===== config.mk =====
export PLATFORM = sky130hd
export DESIGN_NAME = cache_nway_wb_flat
export DESIGN_NICKNAME = d
export VERILOG_FILES = /design/src/rtl/cache_nway_wb_if.sv /design/src/rtl/cache_nway_wb.sv /design/src/flat_wrapper.sv
export SDC_FILE = /design/constraint.sdc
export NUM_CORES = 2
export LEC_CHECK = 0
export CAP_MARGIN = 20
export CORE_MARGIN = 2
export CORE_UTILIZATION = 25
export DETAILED_ROUTE_END_ITERATION = 7
export PLACE_DENSITY = 0.38
export REMOVE_ABC_BUFFERS = 1
export SLEW_MARGIN = 15
export SYNTH_ARGS = -nofsm -noshare
export SYNTH_HDL_FRONTEND = slang
export SYNTH_SLANG_ARGS = --single-unit

===== constraint.sdc =====
create_clock -name clk -period 7.96 [get_ports clk]
set_input_delay 0.796 -clock clk [delete_from_list [all_inputs] [get_ports clk]]
set_output_delay 0.796 -clock clk [all_outputs]
set_load 0.01 [all_outputs]

===== src/rtl/cache_nway_wb_if.sv =====
// cache_nway_wb_if
//   Bundles the processor-side and memory-side handshake of cache_nway_wb.
//   modport slave  : the cache itself
//   modport master : the environment (core + block memory) driving the cache
// Signals
//   proc_read/proc_write/proc_addr/proc_wdata : core request, held while proc_stall=1
//   proc_rdata/proc_stall                     : read data and stall back to the core
//   mem_read/mem_write/mem_addr/mem_wdata     : line request to memory, held until mem_ready
//   mem_rdata/mem_ready                       : refill line and one-cycle completion pulse
interface cache_nway_wb_if #(
  parameter int ADDR_W = 30,
  parameter int DATA_W = 32,
  parameter int WORDS  = 4
);
  localparam int OFF_W   = $clog2(WORDS);
  localparam int MADDR_W = ADDR_W - OFF_W;
  localparam int LINE_W  = WORDS * DATA_W;

  logic               proc_read;
  logic               proc_write;
  logic [ADDR_W-1:0]  proc_addr;
  logic [DATA_W-1:0]  proc_wdata;
  logic [DATA_W-1:0]  proc_rdata;
  logic               proc_stall;
  logic               mem_read;
  logic               mem_write;
  logic [MADDR_W-1:0] mem_addr;
  logic [LINE_W-1:0]  mem_wdata;
  logic [LINE_W-1:0]  mem_rdata;
  logic               mem_ready;

  modport slave (
    input  proc_read, proc_write, proc_addr, proc_wdata, mem_rdata, mem_ready,
    output proc_rdata, proc_stall, mem_read, mem_write, mem_addr, mem_wdata
  );

  modport master (
    output proc_read, proc_write, proc_addr, proc_wdata, mem_rdata, mem_ready,
    input  proc_rdata, proc_stall, mem_read, mem_write, mem_addr, mem_wdata
  );
endinterface


===== src/rtl/cache_nway_wb.sv =====
// cache_nway_wb
//   N-way set-associative write-back, write-allocate data cache with true-LRU
//   replacement. Hits complete in the request cycle; a miss stalls the core while
//   the FSM writes back a dirty victim and refills the line from memory.
// Ports
//   clk           clock, all state on rising edge
//   proc_reset_n  asynchronous active-low reset; all outputs forced to 0 while low
//   bus           cache_nway_wb_if.slave (processor and memory handshake)
//   stats_clr, hit_cnt, miss_cnt  only present when CACHE_STATS_EN is defined
// Configuration macro
//   CACHE_STATS_EN : adds saturating hit/miss counters with synchronous clear
module cache_nway_wb #(
  parameter int ADDR_W = 30,
  parameter int DATA_W = 32,
  parameter int WORDS  = 4,
  parameter int SETS   = 4,
  parameter int WAYS   = 2
) (
  input logic clk,
  input logic proc_reset_n,
  cache_nway_wb_if.slave bus
`ifdef CACHE_STATS_EN
  ,
  input  logic        stats_clr,
  output logic [31:0] hit_cnt,
  output logic [31:0] miss_cnt
`endif
);
  localparam int OFF_W   = $clog2(WORDS);
  localparam int IDX_W   = $clog2(SETS);
  localparam int TAG_W   = ADDR_W - IDX_W - OFF_W;
  localparam int MADDR_W = ADDR_W - OFF_W;
  localparam int LINE_W  = WORDS * DATA_W;
  localparam int AGE_W   = (WAYS > 1) ? $clog2(WAYS) : 1;

  typedef enum logic [1:0] {IDLE, WRITE_BACK, ALLOCATE} state_t;

  state_t            state;
  logic [AGE_W-1:0]  victim_q;
  logic [WAYS-1:0]   valid_q [SETS];
  logic [WAYS-1:0]   dirty_q [SETS];
  logic [TAG_W-1:0]  tag_q   [SETS][WAYS];
  logic [AGE_W-1:0]  age_q   [SETS][WAYS];
  logic [LINE_W-1:0] data_q  [SETS][WAYS];

  logic [IDX_W-1:0]  idx;
  logic [OFF_W-1:0]  off;
  logic [TAG_W-1:0]  tag_in;
  logic              req;
  logic              hit;
  logic [AGE_W-1:0]  hit_way;
  logic [AGE_W-1:0]  victim_way;
  logic              idle_hit;
  logic              idle_miss;

  assign idx       = bus.proc_addr[OFF_W +: IDX_W];
  assign off       = bus.proc_addr[OFF_W-1:0];
  assign tag_in    = bus.proc_addr[ADDR_W-1 -: TAG_W];
  assign req       = bus.proc_read | bus.proc_write;
  assign idle_hit  = (state == IDLE) && req && hit;
  assign idle_miss = (state == IDLE) && req && !hit;

  // Tag lookup and victim choice. The invalid scan runs high-to-low so the
  // lowest-index invalid way wins; only when every way is valid does the
  // oldest (age WAYS-1) way get picked.
  always_comb begin
    logic found_invalid;
    hit           = 1'b0;
    hit_way       = '0;
    victim_way    = '0;
    found_invalid = 1'b0;
    for (int w = 0; w < WAYS; w++) begin
      if (valid_q[idx][w] && (tag_q[idx][w] == tag_in)) begin
        hit     = 1'b1;
        hit_way = AGE_W'(w);
      end
      if (age_q[idx][w] == AGE_W'(WAYS - 1)) victim_way = AGE_W'(w);
    end
    for (int w = WAYS - 1; w >= 0; w--) begin
      if (!valid_q[idx][w]) begin
        found_invalid = 1'b1;
        victim_way    = AGE_W'(w);
      end
    end
  end

  // Outputs decode straight from state so a hit answers in its own cycle; an
  // asserted reset silences everything, including an in-flight memory request.
  always_comb begin
    bus.proc_rdata = '0;
    bus.proc_stall = 1'b0;
    bus.mem_read   = 1'b0;
    bus.mem_write  = 1'b0;
    bus.mem_addr   = '0;
    bus.mem_wdata  = '0;
    if (proc_reset_n) begin
      unique case (state)
        IDLE: begin
          bus.proc_stall = idle_miss;
          if (bus.proc_read && !bus.proc_write && hit)
            bus.proc_rdata = data_q[idx][hit_way][off*DATA_W +: DATA_W];
        end
        WRITE_BACK: begin
          bus.proc_stall = 1'b1;
          bus.mem_write  = 1'b1;
          bus.mem_addr   = {tag_q[idx][victim_q], idx};
          bus.mem_wdata  = data_q[idx][victim_q];
        end
        ALLOCATE: begin
          bus.proc_stall = 1'b1;
          bus.mem_read   = 1'b1;
          bus.mem_addr   = bus.proc_addr[ADDR_W-1:OFF_W];
        end
        default: ;
      endcase
    end
  end

  // Control state: FSM, valid/dirty/tag bits and LRU ages. On a hit the touched
  // way becomes MRU and every way younger than it ages by one, which keeps the
  // ages of a set a permutation. A refill leaves the ages alone because the held
  // request replays as a hit on the next cycle and does the promotion then.
  always_ff @(posedge clk or negedge proc_reset_n) begin
    if (!proc_reset_n) begin
      state    <= IDLE;
      victim_q <= '0;
      for (int s = 0; s < SETS; s++) begin
        valid_q[s] <= '0;
        dirty_q[s] <= '0;
        for (int w = 0; w < WAYS; w++) begin
          tag_q[s][w] <= '0;
          age_q[s][w] <= AGE_W'(w);
        end
      end
    end else begin
      unique case (state)
        IDLE: begin
          if (idle_hit) begin
            if (bus.proc_write) dirty_q[idx][hit_way] <= 1'b1;
            for (int w = 0; w < WAYS; w++) begin
              if (AGE_W'(w) == hit_way)
                age_q[idx][w] <= '0;
              else if (age_q[idx][w] < age_q[idx][hit_way])
                age_q[idx][w] <= age_q[idx][w] + 1'b1;
            end
          end else if (idle_miss) begin
            victim_q <= victim_way;
            state    <= (valid_q[idx][victim_way] && dirty_q[idx][victim_way])
                        ? WRITE_BACK : ALLOCATE;
          end
        end
        WRITE_BACK: begin
          if (bus.mem_ready) state <= ALLOCATE;
        end
        ALLOCATE: begin
          if (bus.mem_ready) begin
            valid_q[idx][victim_q] <= 1'b1;
            dirty_q[idx][victim_q] <= 1'b0;
            tag_q[idx][victim_q]   <= tag_in;
            state                  <= IDLE;
          end
        end
        default: state <= IDLE;
      endcase
    end
  end

  // Line storage carries no reset: contents behind a cleared valid bit are never
  // observed.
  always_ff @(posedge clk) begin
    if (idle_hit && bus.proc_write)
      data_q[idx][hit_way][off*DATA_W +: DATA_W] <= bus.proc_wdata;
    else if ((state == ALLOCATE) && bus.mem_ready)
      data_q[idx][victim_q] <= bus.mem_rdata;
  end

`ifdef CACHE_STATS_EN
  logic replay_q;

  // Saturating counters. replay_q marks the cycle right after a refill so the
  // replayed access of a miss is not also counted as a hit.
  always_ff @(posedge clk or negedge proc_reset_n) begin
    if (!proc_reset_n) begin
      hit_cnt  <= '0;
      miss_cnt <= '0;
      replay_q <= 1'b0;
    end else begin
      replay_q <= (state == ALLOCATE) && bus.mem_ready;
      if (stats_clr) begin
        hit_cnt  <= '0;
        miss_cnt <= '0;
      end else begin
        if (idle_hit && !replay_q && (hit_cnt != 32'hFFFF_FFFF))
          hit_cnt <= hit_cnt + 32'd1;
        if (idle_miss && (miss_cnt != 32'hFFFF_FFFF))
          miss_cnt <= miss_cnt + 32'd1;
      end
    end
  end
`endif
endmodule


===== src/flat_wrapper.sv =====
// flat-port wrapper written by rule: the top's interface ports become plain ports
module cache_nway_wb_flat 
#(
  parameter int ADDR_W = 30,
  parameter int DATA_W = 32,
  parameter int WORDS  = 4,
  parameter int SETS   = 4,
  parameter int WAYS   = 2
)
  (clk, proc_reset_n, bus_proc_read, bus_proc_write, bus_proc_addr, bus_proc_wdata, bus_mem_rdata, bus_mem_ready, bus_proc_rdata, bus_proc_stall, bus_mem_read, bus_mem_write, bus_mem_addr, bus_mem_wdata);
  cache_nway_wb_if #(.ADDR_W(ADDR_W), .DATA_W(DATA_W), .WORDS(WORDS)) bus_i ();
  input logic clk;
  input logic proc_reset_n;
  input wire logic [$bits(bus_i.proc_read)-1:0] bus_proc_read;
  input wire logic [$bits(bus_i.proc_write)-1:0] bus_proc_write;
  input wire logic [$bits(bus_i.proc_addr)-1:0] bus_proc_addr;
  input wire logic [$bits(bus_i.proc_wdata)-1:0] bus_proc_wdata;
  input wire logic [$bits(bus_i.mem_rdata)-1:0] bus_mem_rdata;
  input wire logic [$bits(bus_i.mem_ready)-1:0] bus_mem_ready;
  output wire logic [$bits(bus_i.proc_rdata)-1:0] bus_proc_rdata;
  output wire logic [$bits(bus_i.proc_stall)-1:0] bus_proc_stall;
  output wire logic [$bits(bus_i.mem_read)-1:0] bus_mem_read;
  output wire logic [$bits(bus_i.mem_write)-1:0] bus_mem_write;
  output wire logic [$bits(bus_i.mem_addr)-1:0] bus_mem_addr;
  output wire logic [$bits(bus_i.mem_wdata)-1:0] bus_mem_wdata;
  assign bus_i.proc_read = bus_proc_read;
  assign bus_i.proc_write = bus_proc_write;
  assign bus_i.proc_addr = bus_proc_addr;
  assign bus_i.proc_wdata = bus_proc_wdata;
  assign bus_i.mem_rdata = bus_mem_rdata;
  assign bus_i.mem_ready = bus_mem_ready;
  assign bus_proc_rdata = bus_i.proc_rdata;
  assign bus_proc_stall = bus_i.proc_stall;
  assign bus_mem_read = bus_i.mem_read;
  assign bus_mem_write = bus_i.mem_write;
  assign bus_mem_addr = bus_i.mem_addr;
  assign bus_mem_wdata = bus_i.mem_wdata;
  cache_nway_wb #(.ADDR_W(ADDR_W), .DATA_W(DATA_W), .WORDS(WORDS), .SETS(SETS), .WAYS(WAYS)) u_core (.clk(clk), .proc_reset_n(proc_reset_n), .bus(bus_i));
endmodule

# Yosys cells after proc, flatten, opt, wreduce, memory -nomap -nowiden
# Memories as Yosys holds them, arrays and structs flattened.
# Index checks and enable logic that the tools add are counted.
dict set report classes {
  add_sub_neg 3
  magnitude_cmp 13
  eq_ne 10
  n_shift 3
  n_mux 347
  bitwise 269
  reduce_logical 25
}
# cell count
set ops {}
lappend ops {{128-bit 2-to-1 mux} 10}
lappend ops {{256-bit 2-to-1 mux} 2}
lappend ops {{1-bit 2-to-1 mux} 280}
lappend ops {{1-bit bitwise OR} 257}
lappend ops {{128-bit demux with 1-bit select} 2}
lappend ops {{208-bit bitwise mux} 1}
lappend ops {{52-bit 2-to-1 mux} 3}
lappend ops {{32-bit by 34-bit variable shift with 128-bit output, first input constant} 1}
lappend ops {{128-bit by 8-bit variable part select with 32-bit output} 1}
lappend ops {{32-bit by 34-bit variable part select with 128-bit output} 1}
lappend ops {{52-bit binary-select mux with 2-bit select} 1}
lappend ops {{52-bit demux with 2-bit select} 1}
lappend ops {{26-bit 2-to-1 mux} 4}
lappend ops {{32-bit 2-to-1 mux} 3}
lappend ops {{8-bit 2-to-1 mux} 9}
lappend ops {{28-bit one-hot mux with 2 select lines} 1}
lappend ops {{26-bit == test} 2}
lappend ops {{7-bit negation with 34-bit output} 1}
lappend ops {{2-bit 2-to-1 mux} 14}
lappend ops {{28-bit 2-to-1 mux} 1}
lappend ops {{26-bit demux with 1-bit select} 1}
lappend ops {{8-bit bitwise AND} 3}
lappend ops {{8-bit inverter} 3}
lappend ops {{8-bit bitwise mux} 2}
lappend ops {{other kinds (30)} 66}
dict set report word_totals {
  reg_bits 235
  mem_bits_rw 1024
  input_bits 195
  out_inout_bits 191
  word_cells 697
  mem_count 1
}
# name words word_bits rd rd_ports_with_merged_regs wr line_no
set mem_list {}
lappend mem_list {u_core.data_q 4 256 1 0 1 cache_nway_wb.sv:44} ;# logic [LINE_W-1:0] data_q [SETS][WAYS];

# Longest topological paths before layout
dict set report logic_depth {
  depth_word 19
  ltp_mapped 19
  depth_no_buf 9
}

# Least setup slack after synthesis
# No wires, ideal clock.
dict set report synth_timing {
  kind {input port to flip-flop}
  startpoint {input port bus_proc_addr[2]}
  endpoint {memory u_core.data_q[0][0] (netlist bit), enable pin}
  setup_time_ns 0.466
  t_arrival_ns 5.775
  t_required_ns 7.494
  slack_ns 1.720
  cell_stages 11
  n_path_buf 3
  path_cell_list {buf_6 > buf_12 > mux4_2 > xnor2_2 > nand4_1 > or4b_1 > or3_1 > nor3_2 > clkbuf_1 > nand2_1 > o21ai_0}
}
dict set report synth_between {
  elab_chain_len 14
}
# element line_no
set synth_lines {}
lappend synth_lines {{start, declared} flat_wrapper.sv:16} ;# input wire logic [$bits(bus_i.proc_addr)-1:0] bus_proc_addr;
lappend synth_lines {{2-bit inverter with 3-bit output (implied by the code)} cache_nway_wb.sv:73} ;# if (valid_q[idx][w] && (tag_q[idx][w] == tag_in)) begin
lappend synth_lines {{52-bit binary-select mux with 2-bit select} cache_nway_wb.sv:73}
lappend synth_lines {{52-bit 2-to-1 mux (implied by the code) (2 in a row)} cache_nway_wb.sv:73}
lappend synth_lines {{26-bit == test} cache_nway_wb.sv:73}
lappend synth_lines {{1-bit logical AND} cache_nway_wb.sv:73}
lappend synth_lines {{1-bit 2-to-1 mux} cache_nway_wb.sv:73}
lappend synth_lines {{1-bit inverter with 2-bit output (implied by the code)} cache_nway_wb.sv:172} ;# data_q[idx][hit_way][off*DATA_W +: DATA_W] <= bus.proc_wdata;
lappend synth_lines {{2-bit greater-or-equal comparator (implied by the code) or 2-bit by 1-bit less-than comparator with 1-bit output (tied branches)} cache_nway_wb.sv:172}
lappend synth_lines {{1-bit logical AND (implied by the code)} cache_nway_wb.sv:172}
lappend synth_lines {{128-bit 2-to-1 mux (implied by the code)} cache_nway_wb.sv:172}
lappend synth_lines {{128-bit demux with 1-bit select} cache_nway_wb.sv:172}
lappend synth_lines {{256-bit 2-to-1 mux (implied by the code)} cache_nway_wb.sv:172}
lappend synth_lines {{1-bit bitwise OR (no source line)} n/a}
lappend synth_lines {{end, declared} cache_nway_wb.sv:44}
# Several ways; a longest one is shown, not always the timed one. The select of a mux whose other input is x is not followed.

# Worst setup path in the final report
dict set report layout_timing {
  startpoint {input port bus_proc_addr[3]}
  endpoint {output port bus_proc_rdata[10]}
}
dict set report layout_between {
  elab_chain_len 15
}
# element line_no
set layout_lines {}
lappend layout_lines {{2-bit inverter with 3-bit output (implied by the code)} cache_nway_wb.sv:73}
lappend layout_lines {{52-bit binary-select mux with 2-bit select} cache_nway_wb.sv:73}
lappend layout_lines {{52-bit 2-to-1 mux (implied by the code) (2 in a row)} cache_nway_wb.sv:73}
lappend layout_lines {{26-bit == test} cache_nway_wb.sv:73}
lappend layout_lines {{1-bit logical AND} cache_nway_wb.sv:73}
lappend layout_lines {{1-bit 2-to-1 mux} cache_nway_wb.sv:73}
lappend layout_lines {{1-bit inverter with 2-bit output (implied by the code)} cache_nway_wb.sv:101} ;# bus.proc_rdata = data_q[idx][hit_way][off*DATA_W +: DATA_W];
lappend layout_lines {{128-bit 2-to-1 mux (implied by the code) (3 in a row)} cache_nway_wb.sv:101}
lappend layout_lines {{128-bit by 8-bit variable part select with 32-bit output} cache_nway_wb.sv:101}
lappend layout_lines {{32-bit 2-to-1 mux (*)} cache_nway_wb.sv:100} ;# if (bus.proc_read && !bus.proc_write && hit)
lappend layout_lines {{32-bit 2-to-1 mux (*)} cache_nway_wb.sv:97} ;# unique case (state)
lappend layout_lines {{32-bit 2-to-1 mux (*)} cache_nway_wb.sv:96} ;# if (proc_reset_n) begin
lappend layout_lines {{end, declared} flat_wrapper.sv:20} ;# output wire logic [$bits(bus_i.proc_rdata)-1:0] bus_proc_rdata;
# Mark *: on every way between the ends. The rest lies on a longest branch, timed or not. The select of a mux whose other input is x is not followed.

==> metrics.txt <==
slowest library cell on the worst path buf_4; dpl ws 978 ps; Power Dens Cells 279 mW/mm²; initial antenna violation count 23; min cycle time layout 6930 ps; Synth cell types 64; Layout fillers 22200; worst ir drop on vdd 181 µV; global-route wire length before repair 301 mm; Synth top area share 0.544; vias in the first global route 35500; largest net degree at the start of global routing 114; # IOs 386; Finish-stage setup viols 0; fin nets 4348; min setup slack post-route 1030 ps; Synth Cell Area 0.0566 mm²; CTS resizes 0; Synth Area per Inst 15.0 µm²; CP dominant cell by count buf_4; Vias 35300; Worst-Margin Slew 1130 ps; Lkg Pwr 22.8 nW; HP Start u_core.valid_q[2]$_DFFE_PN0P_; Slowest Stage Delay on Critical Path 660 ps; GRT overflow 0; Worst R2R Start u_core.tag_q[10]$_DFFE_PN0P_; htree depth 4; CP startpoint bus_proc_addr[3]; Worst-path clk slew 60 ps; Total GRT Usage 0.190; die area 0.230 mm²; TritonCTS sink count 1259; fin crit share 0.871; Root Driver clkbuf_16; sequential-to-total area share from yosys stat 0.648; Yosys top cell by area edfxtp_1; CP cell instances buf_8 -> mux4_2 -> xnor2_1 -> nand4_1 -> or4b_1 -> nor4_2 -> buf_4 -> buf_4 -> mux2i_1 -> a2111oi_2 -> clkdlybuf4s50_1; Worst-Skew Late Latency 810 ps; Starting Density 0.252; outcome finished, final reports clean; CP arrival 6140 ps; Setup TNS Final 0 ps; worst min path class reg2reg; Remaining DRCs 0; router iterations before antenna repair 5; Port-buffer cells 385; final hold viol count 0; post-DP HPWL 142 mm; placed cells 6982; top post-synthesis cells by area edfxtp_1 (54%), mux4_2 (14%), dfrtp_1 (10%); Synth warnings 0; DRT antenna net count 0; total CTS buffers 150; area growth from synthesis to layout 22.2%; max cap viols 0; drt total wl 222 mm; clock buffer depth 3; Post-Synthesis Cells 3760; initial detailed-routing violation count 3170; Final Max Tran Viols 0; Worst Setup Start Kind primary input; layout cell share with drive strength beyond 1 0.233; RSZ-0062 raised after global routing no; Die Height 480 µm; fin util 0.307; Placed Area 0.0645 mm²; ys flop type edfxtp_1; Post-synth EDFFs 1024; Hold Buf Count CTS 1; Die W 480 µm; Fin Clk Skew 45.0 ps; Finished Layout Cells 7260; Vias/cell 4.86; Placer Congestion 0.749; Synth Register Bits 1259; core area 0.225 mm²; ys async rst share 0.187; Setup Buffers After CTS 0; fmax 144 MHz; CTS tree built; wire per inst 30.5 µm; crit path kind in2out; top fanout value on the critical path 66; post-route cell area 0.0691 mm²; row count 174; Crit. End Element primary output; Worst slew margin 0.243; CP required 7160 ps
cell type report:
| cell class | instances | area, µm² | area share |
|---|---|---|---|
| Antenna cell | 7 | 17.5 | 0.000253 |
| Clock buffer | 204 | 4110 | 0.0595 |
| Clock inverter | 65 | 517 | 0.00747 |
| Inverter | 13 | 55.1 | 0.000796 |
| Multi-Input combinational cell | 2207 | 19000 | 0.275 |
| Sequential cell | 1259 | 36600 | 0.530 |
| Tap cell | 2992 | 3740 | 0.0542 |
| Timing Repair Buffer | 513 | 5030 | 0.0728 |
where the power goes:
part	switching (mW)	leakage (nW)	internal [mW]	total (mW)
sequential	0.390	12.3	8.23	8.62
clock	2.84	2.26	3.73	6.57
combinational	2.54	8.17	1.54	4.08
logic make-up (layout without fill, tap and decap cells):
family / count (synthesis) / count (layout) / synth area share
buffers and inverters: 294 / 795 / 0.0224
muxes: 623 / 623 / 0.190
and+or+nand+nor: 940 / 940 / 0.0680
xor gates and xnor gates: 48 / 48 / 0.00756
DFF: 1259 / 1259 / 0.648
adders and majority gates: 9 / 9 / 0.00199
AOI/OAI and AO/OA: 587 / 587 / 0.0624
other: 0 / 7 / 0
critical path, delay by kind of cell:
kind	cells	cell delay, ps
AOI/OAI and AO/OA	1	540
xor gates and xnor gates	1	440
and+or+nand+nor	3	1330
buffers and inverters	4	2280
muxes	2	590
worst paths after layout:
check	endpoint	slack, ps	cells after the start
setup / recovery	bus_proc_rdata[10]	1030	11
hold / removal	u_core.valid_q[2]$_DFFE_PN0P_	460	1
setup reg to reg	u_core.data_q[2][3]$_DFFE_PP_	2420	10
hold reg to reg	u_core.valid_q[2]$_DFFE_PN0P_	460	1
max in group asynchronous	u_core.tag_q[161]$_DFFE_PN0P_	5110	6
min in group asynchronous	u_core.tag_q[107]$_DFFE_PN0P_	550	2
registers in the layout, indices dropped and copies added (netlist names):
signal / cells
u_core.age_q: 8
u_core.data_q: 1024
u_core.dirty_q: 8
u_core.state: 2
u_core.tag_q: 208
u_core.valid_q: 8
u_core.victim_q: 1
placed cells by master, fill, tap and decap left out, drive strengths merged, types with 6 or more instances in the layout:
master	instances
or2	10
xnor2	44
mux2i	68
and2	39
clkdlybuf4s50	381
mux2	215
clkbuf	204
a22oi	26
buf	131
diode	7
nor3b	7
dfrtp	231
nand2	726
a211oi	33
mux4	340
nand2b	13
a21oi	153
nand3	9
nor3	24
nor2	85
o21ai	305
a21o	6
nand4	10
inv	21
a2111oi	33
edfxtp	1024
clkinv	52
ha	9
layer usage:
metal	up-vias	global-route usage	part of all wire
met5	-	0	0.00012
met1	18700	0.262	0.45
met4	4	0.0473	0.023
li1	15200	-	-
met3	240	0.0387	0.056
met2	1134	0.304	0.47
synthesized netlist by cell type, drive strengths merged, types with 3 or more instances:
master      n
inv        12
and2       39
xnor2      44
nor4        3
or2        10
nand4      10
nor3b       7
a22oi      26
mux2i      68
mux4      340
a21oi     153
buf        79
mux2      215
edfxtp   1024
nand2b     13
o22ai       3
a2111oi    33
nand3       9
nand2     726
nor2b       5
nor2       85
dfrtp     231
ha          9
o31ai       3
a211oi     33
o2111ai     3
nor3       24
nand3b      3
a21o        6
o21ai     305
clkbuf    202
xor2        4
a2bb2oi     3
dfstp       4
per-stage QoR:
step,hold WS (ps),power (mW)
after floorplan,430,11.1
after global placement,447,12.9
after detailed placement,451,12.9
after CTS,466,19.5
after global routing,471,20.1
final,464,19.3
Note: power is estimated with default switching activity, not from simulation.
